### config.mk
export PLATFORM = sky130hd
export DESIGN_NAME = mac_operand_serializer
export DESIGN_NICKNAME = d
export VERILOG_FILES = /design/src/rtl/mac_operand_serializer.sv
export SDC_FILE = /design/constraint.sdc
export NUM_CORES = 1
export LEC_CHECK = 0
export ABC_AREA = 1
export BUFFER_PORTS_ARGS = -buffer_cell sky130_fd_sc_hd__buf_2
export CAP_MARGIN = 20
export CORE_ASPECT_RATIO = 0.8
export CORE_MARGIN = 2
export CORE_UTILIZATION = 35
export CTS_BUF_LIST = sky130_fd_sc_hd__clkbuf_8
export DETAILED_ROUTE_END_ITERATION = 6
export SLEW_MARGIN = 20
export SYNTH_ARGS = -nofsm -noshare
export SYNTH_HDL_FRONTEND = slang
export SYNTH_SLANG_ARGS = --single-unit
### constraint.sdc
create_clock -name clk -period 1.4 [get_ports clk]
set_clock_uncertainty 0.05 [all_clocks]
set_input_delay 0.07 -clock clk [delete_from_list [all_inputs] [get_ports clk]]
set_output_delay 0.07 -clock clk [all_outputs]
set_load 0.01 [all_outputs]
### src/rtl/mac_operand_serializer.sv
`timescale 1ns/1ps
// Parallel-to-serial operand transmitter for the bit-serial MAC datapath.
// Optional macro SER_PARITY_EN appends an even-parity bit to every frame.
module mac_operand_serializer #(
    parameter int WIDTH     = 8,
    parameter bit MSB_FIRST = 1'b0
) (
    input  logic             clk,
    input  logic             init0_n,
    input  logic [WIDTH-1:0] in_data,
    input  logic             in_valid,
    output logic             in_ready,
    output logic             ser_bit,
    output logic             ser_valid,
    input  logic             ser_ready,
    output logic             ser_first,
    output logic             ser_last,
    output logic             busy
);

    localparam int CW = $clog2(WIDTH + 1);
    localparam logic [CW-1:0] LAST_IDX = CW'(WIDTH - 1);

`ifdef SER_PARITY_EN
    typedef enum logic [1:0] {S_IDLE, S_SHIFT, S_PARITY} state_t;
`else
    typedef enum logic {S_IDLE, S_SHIFT} state_t;
`endif

    state_t           r_state;
    logic [WIDTH-1:0] r_shift;
    logic [CW-1:0]    r_cnt;
    logic             r_in_ready;
    logic             r_ser_bit;
    logic             r_ser_valid;
    logic             r_ser_first;
    logic             r_ser_last;
    logic             r_busy;
`ifdef SER_PARITY_EN
    logic             r_parity;
`endif

    logic [WIDTH-1:0] w_shifted;
    logic             w_next_head;
    logic             w_load_head;
    logic [CW-1:0]    w_cnt_next;

    // The head bit is always at one end of the register; shifting moves the
    // next bit into that position, so the outputs can be registered one cycle ahead.
    assign w_shifted   = MSB_FIRST ? {r_shift[WIDTH-2:0], 1'b0} : {1'b0, r_shift[WIDTH-1:1]};
    assign w_next_head = MSB_FIRST ? r_shift[WIDTH-2] : r_shift[1];
    assign w_load_head = MSB_FIRST ? in_data[WIDTH-1] : in_data[0];
    assign w_cnt_next  = r_cnt + 1'b1;

    always_ff @(posedge clk or negedge init0_n) begin
        if (!init0_n) begin
            r_state     <= S_IDLE;
            r_shift     <= '0;
            r_cnt       <= '0;
            r_in_ready  <= 1'b1;
            r_ser_bit   <= 1'b0;
            r_ser_valid <= 1'b0;
            r_ser_first <= 1'b0;
            r_ser_last  <= 1'b0;
            r_busy      <= 1'b0;
`ifdef SER_PARITY_EN
            r_parity    <= 1'b0;
`endif
        end else begin
            case (r_state)
                S_IDLE: begin
                    if (in_valid && r_in_ready) begin
                        r_state     <= S_SHIFT;
                        r_shift     <= in_data;
                        r_cnt       <= '0;
                        r_in_ready  <= 1'b0;
                        r_ser_bit   <= w_load_head;
                        r_ser_valid <= 1'b1;
                        r_ser_first <= 1'b1;
                        r_ser_last  <= 1'b0;
                        r_busy      <= 1'b1;
`ifdef SER_PARITY_EN
                        r_parity    <= ^in_data;
`endif
                    end
                end

                S_SHIFT: begin
                    if (ser_ready) begin
                        r_ser_first <= 1'b0;
                        r_shift     <= w_shifted;
                        r_cnt       <= w_cnt_next;
                        if (r_cnt == LAST_IDX) begin
`ifdef SER_PARITY_EN
                            r_state    <= S_PARITY;
                            r_ser_bit  <= r_parity;
                            r_ser_last <= 1'b1;
`else
                            r_state     <= S_IDLE;
                            r_cnt       <= '0;
                            r_in_ready  <= 1'b1;
                            r_ser_bit   <= 1'b0;
                            r_ser_valid <= 1'b0;
                            r_ser_last  <= 1'b0;
                            r_busy      <= 1'b0;
`endif
                        end else begin
                            r_ser_bit <= w_next_head;
`ifdef SER_PARITY_EN
                            r_ser_last <= 1'b0;
`else
                            r_ser_last <= (w_cnt_next == LAST_IDX);
`endif
                        end
                    end
                end

`ifdef SER_PARITY_EN
                S_PARITY: begin
                    if (ser_ready) begin
                        r_state     <= S_IDLE;
                        r_cnt       <= '0;
                        r_in_ready  <= 1'b1;
                        r_ser_bit   <= 1'b0;
                        r_ser_valid <= 1'b0;
                        r_ser_first <= 1'b0;
                        r_ser_last  <= 1'b0;
                        r_busy      <= 1'b0;
                    end
                end
`endif

                default: begin
                    r_state     <= S_IDLE;
                    r_cnt       <= '0;
                    r_in_ready  <= 1'b1;
                    r_ser_bit   <= 1'b0;
                    r_ser_valid <= 1'b0;
                    r_ser_first <= 1'b0;
                    r_ser_last  <= 1'b0;
                    r_busy      <= 1'b0;
                end
            endcase
        end
    end

    assign in_ready  = r_in_ready;
    assign ser_bit   = r_ser_bit;
    assign ser_valid = r_ser_valid;
    assign ser_first = r_ser_first;
    assign ser_last  = r_ser_last;
    assign busy      = r_busy;

endmodule

**Yosys cells after proc, flatten, opt, wreduce, memory -nomap -nowiden**

Cells that the tools add are included.

- Register bits after elaboration: 18
- Logic and storage cells: 46
- Bits of input ports: 12
- Output and inout port bits: 6

- Mux-type cells: 28
- Bitwise gates (word level): 1
- Eq/ne operators: 5
- Reduce and logical (&&, ||, !) cells: 3
- Add/sub/neg operators: 1

Operator list:

| cell | count |
|---|---|
| $mux 8 | 2 |
| $pmux 8 s2 | 1 |
| $mux 1 | 15 |
| $mux 4 | 3 |
| $pmux 1 s2 | 6 |
| $eq 4x3->1 const B | 2 |
| $pmux 4 s2 | 1 |
| $add 4x1->4 const B | 1 |
| $ne 2x2->1 const B | 2 |
| $reduce_and 3->1 | 1 |
| $ne 2x1->1 const B | 1 |
| $reduce_and 2->1 | 1 |
| $logic_and 1x1->1 | 1 |
| $not 1->1 | 1 |

**Depth between registers and ports, before layout**

- Depth after elaboration: 5
- Gate-level depth with buffers: 8
- Gate-level depth less buffers: 8

**Worst setup path before layout**

No wires, ideal clock.

- Path type: reg2reg
- Start point: register r_in_ready (netlist: in_ready)
- End point: register r_ser_bit (netlist: ser_bit)
- Path buffers: 1
- Period minus slack after synthesis: 1.214 ns
- Slack: 0.186 ns
- Data required time: 1.234 ns
- Cell stages (with the launch flop): 7
- Library setup time: 0.116 ns
- Arrival: 1.048 ns
- Path through: dfstp_2 -> nand2_2 -> nor2_8 -> inv_4 -> buf_4 -> nand3_1 -> nand2_1

- Cells in the longest elaborated chain, start to end: 3

Ends and longest elaborated chain:

| element | line | text |
|---|---|---|
| start, declared | 33 | `logic r_in_ready;` |
| start signal, assigned | 60 | `r_in_ready <= 1'b1;` |
| start signal, assigned | 76 | `r_in_ready <= 1'b0;` |
| start signal, assigned | 101 | `r_in_ready <= 1'b1;` |
| $logic_and 1x1->1 | 72 | `if (in_valid && r_in_ready) begin` |
| $ne 2x2->1 (no source line) | - |  |
| $reduce_and 2->1 (no source line) | - |  |
| end signal, assigned | 77 | `r_ser_bit <= w_load_head;` |
| end signal, assigned | 108 | `r_ser_bit <= w_next_head;` |
| end, declared | 34 | `logic r_ser_bit;` |

Every way passes these cells.
A chain may end at the register's enable or synchronous reset.

**Final worst setup path**

- Start point: register r_cnt[1]
- End point: register r_busy (netlist: busy)

- Cells in the longest elaborated chain, start to end: 3

Ends and longest elaborated chain:

| element | line | text |
|---|---|---|
| start, declared | 32 | `logic [CW-1:0] r_cnt;` |
| start signal, assigned | 92 | `r_cnt <= w_cnt_next;` |
| $eq 4x3->1 | 93 | `if (r_cnt == LAST_IDX) begin` |
| $ne 2x1->1 (no source line) | - |  |
| $reduce_and 3->1 (no source line) | - |  |
| end signal, assigned | 81 | `r_busy <= 1'b1;` |
| end signal, assigned | 105 | `r_busy <= 1'b0;` |
| end signal, assigned | 141 | `r_busy <= 1'b0;` |
| end, declared | 38 | `logic r_busy;` |

Every way passes these cells.

==> flow_metrics.py <==
metrics = {
    "place": {
        "placed_cells": 158,
        "dpl_cell_area_sq_um": 1010,
        "dpl.hpwl_mm": 1.27,
        "io_buffer_count": 17,
        "gp_congestion": 0.839,
    },
    "cells_and_area": {
        "area_growth_pct": 20.3,
        "final_util_pct": 44.8,
        "final_nets": 146,
        "final_layout_size_suffix_gt1_share_pct": 32.8,
        "final_area_sq_um": 1110,
        "fill_cells": 272,
        "final_cells": 167,
        "diodes": 0,
    },
    "worst_hold_path": {
        "worstHoldStart": "in_data[2]",
        "min_path_type": "in2reg",
        "min_path_cells": 5,
        "whs_endpoint": "r_shift[2]$_DFFE_PN0P_",
    },
    "clock_tree": {
        "root_buffer": "clkbuf_8",
        "clkSinkCount": 17,
        "insertion_delay_ns": 0.26,
        "htree_levels": 1,
        "clk_pin_slew_ns": 0.07,
        "cts-buffers-inserted": 3,
        "cts_buffer_depth": 2,
        "cts_tree": "done",
    },
    "floorplan": {
        "die_x_microns": 61.5,
        "core_sq_um": 2480,
        "die_area_sq_um": 3070,
        "rows": 16,
        "design.portCount": 18,
        "chipHeight_microns": 50.0,
        "start_util_pct": 37.2,
    },
    "global_routing": {
        "grt_max_degree": 18,
        "track_usage_pct": 13.2,
        "grt_pass1_vias": 671,
        "antenna_found_initial": 0,
        "grt_pass1_wl_mm": 2.99,
        "grt_overflow": 0,
    },
    "yosys": {
        "synth_top_area_cell": "dfrtp_1",
        "yosysWarnings": 0,
        "synth_cell_types": 23,
        "post-synth-top-count-cell": "nand2_1",
        "synth.area.top_cells": "dfrtp_1 43%, nand2_1 18%, nand3_1 5.4%",
        "synth_edf_count": 0,
        "synth.avg_cell_area_sq_um": 8.48,
        "syn_nets": 123,
        "synthDominantCellAreaShare_pct": 43.3,
        "synthArstFlopShare_pct": 100,
        "postSynthCellCount": 109,
        "yosys_register_bits": 17,
        "synthTopCellsByCount": "44 x nand2_1, 16 x dfrtp_1, 10 x nand3_1",
        "ys.flop_type": "dfrtp_1",
        "synth-seq-area-share_pct": 46.1,
        "syn_area_sq_um": 925,
    },
    "flow_run": {
        "max-cap-violations": 0,
    },
    "power_and_ir_drop": {
        "ir_drop_uv": 879,
        "p_int_mw": 1.21,
        "power_frac_seq_pct": 42.4,
        "p_comb_share_pct": 38.1,
        "power.share.clock_pct": 19.5,
        "power_switching_mw": 0.737,
        "cellLeakagePower_nw": 0.608,
        "power_mw": 1.95,
        "power_density_nw_per_um2": 1750,
        "switching_share_pct": 37.8,
    },
    "critical_path": {
        "reg2regPathDepth": 8,
        "path_cells": "ha_2, nand2_2, nor2_2, inv_1, nor2_2, inv_1, nand2_1, nand2_1",
        "crit_fanout": 3,
        "r2r_end": "busy$_DFFE_PN0P_",
        "critPathTopFamily": "flip-flops",
        "slowest_stage": "dfrtp_1",
        "critical_path_class": "reg2reg",
        "crit_cells": 8,
        "r2r_setup_slack_ns": 0.12,
        "crit_buf_inv": 2,
        "crit_path_start_kind": "flip-flop",
        "r2r-start": "r_cnt[1]$_DFFE_PN0P_",
        "cp.arrival_ns": 1.37,
        "worstPathRequired_ns": 1.49,
        "slowest_delay_ns": 0.39,
        "endpoint_kind": "flip-flop",
    },
    "sta": {
        "min_period_ns": 1.28,
        "setup_viol": 0,
        "fmax_ghz": 0.781,
        "slew_headroom_pct": 73.5,
        "maxSlewViolCount": 0,
        "holdWs_ns": 0.0466,
        "worst_pin_slew_ns": 0.398,
        "min_period_over_period_pct": 91.4,
        "hold_viol": 0,
    },
    "route": {
        "drc": 0,
        "route.detailed.wl_per_inst_microns": 10.8,
        "vias": 736,
        "ant_nets": 0,
        "drtPass1Iterations": 4,
        "routed_wl_mm": 1.80,
        "drtIter0Drc": 18,
        "vias_per_cell": 4.41,
    },
    "outcome": {
        "outcome": "completed",
    },
}
flip-flops by register name (all words and copies together), names as in the netlist:
signal     flops
r_shift        7
ser_last       1
ser_first      1
r_state        1
ser_bit        1
in_ready       1
busy           1
r_cnt          4
power by group through the flow:
stage | Sequential (mW) | Clock (mW) | Combinational [mW]
after floorplan | 0.829 | 0 | 0.530
after global placement | 0.832 | 0 | 0.660
after detailed placement | 0.840 | 0 | 0.679
after CTS | 0.834 | 0.390 | 0.685
after global routing | 0.855 | 0.406 | 0.856
final | 0.827 | 0.380 | 0.745
repair_timing:
action / 4_1_cts / 5_1_grt
buffers inserted: 0 / 3
endpoints found under the setup margin: 0 / 3
hold buffers: 2 / 0
hold endpoints to repair: 18 / 0
gates resized for setup: 0 / 3
cells by family (layout without fill, tap and decap cells):
| logic type | Yosys count | count (layout) | share of synthesized area (%) |
|---|---|---|---|
| adders and majority gates | 2 | 2 | 2.71 |
| and+or+nand+nor | 63 | 63 | 31.8 |
| buffers and inverters | 17 | 39 | 11.9 |
| AOI/OAI and AO/OA | 10 | 10 | 7.44 |
| DFF | 17 | 17 | 46.1 |
cells in the final DEF, fill, tap and decap left out, drive strengths merged:
cell type	instances
dfrtp	16
nand2	47
nand4	1
ha	2
dlygate4sd3	2
nand3	11
o21ai	9
dfstp	1
bufinv	1
clkbuf	3
buf	21
inv	11
a21oi	1
clkinvlp	1
nor2	4
metal layers:
metal,part of all wire (%),GRT usage [%]
met1,48,18.2
met2,42,18.8
met3,8.6,6.04
met4,0.78,3.19
met5,0,0
how the worst max path moves through the flow:
stage | end | from | slack (ns)
after floorplan | ser_bit$_DFFE_PN0P_ | in_ready$_DFFE_PN1P_ | 0.19
after global placement | ser_bit$_DFFE_PN0P_ | r_state$_DFF_PN0_ | 0.16
after detailed placement | busy$_DFFE_PN0P_ | r_cnt[1]$_DFFE_PN0P_ | 0.06
after CTS | busy$_DFFE_PN0P_ | r_cnt[1]$_DFFE_PN0P_ | 0.04
after global routing | busy$_DFFE_PN0P_ | r_cnt[1]$_DFFE_PN0P_ | -0.0009
final | busy$_DFFE_PN0P_ | r_cnt[1]$_DFFE_PN0P_ | 0.12
worst min-delay path, stage by stage:
cell and delay (ns):
buf_2 0.07, nand2_1 0.04, nand2_1 0.05, nand2_1 0.04, nand2_1 0.05
metrics by stage:
| stage | setup WS [ns] | TNS [ns] |
|---|---|---|
| after detailed placement | 0.0646 | 0 |
| after CTS | 0.0384 | 0 |
| after floorplan | 0.186 | 0 |
| final | 0.120 | 0 |
| after global placement | 0.156 | 0 |
| after global routing | -0.000912 | -0.000912 |
layout make-up:
type	count	area (sq um)	area share (%)
clock inverters	1	7.51	0.675
multi-input cells	75	395	35.5
inverters	12	61.3	5.51
well taps	36	45.0	4.05
clock buffers	3	41.3	3.71
repair buffers	23	135	12.1
flip-flops and latches	17	427	38.4
No activity file was read; power rests on OpenSTA's default activity.
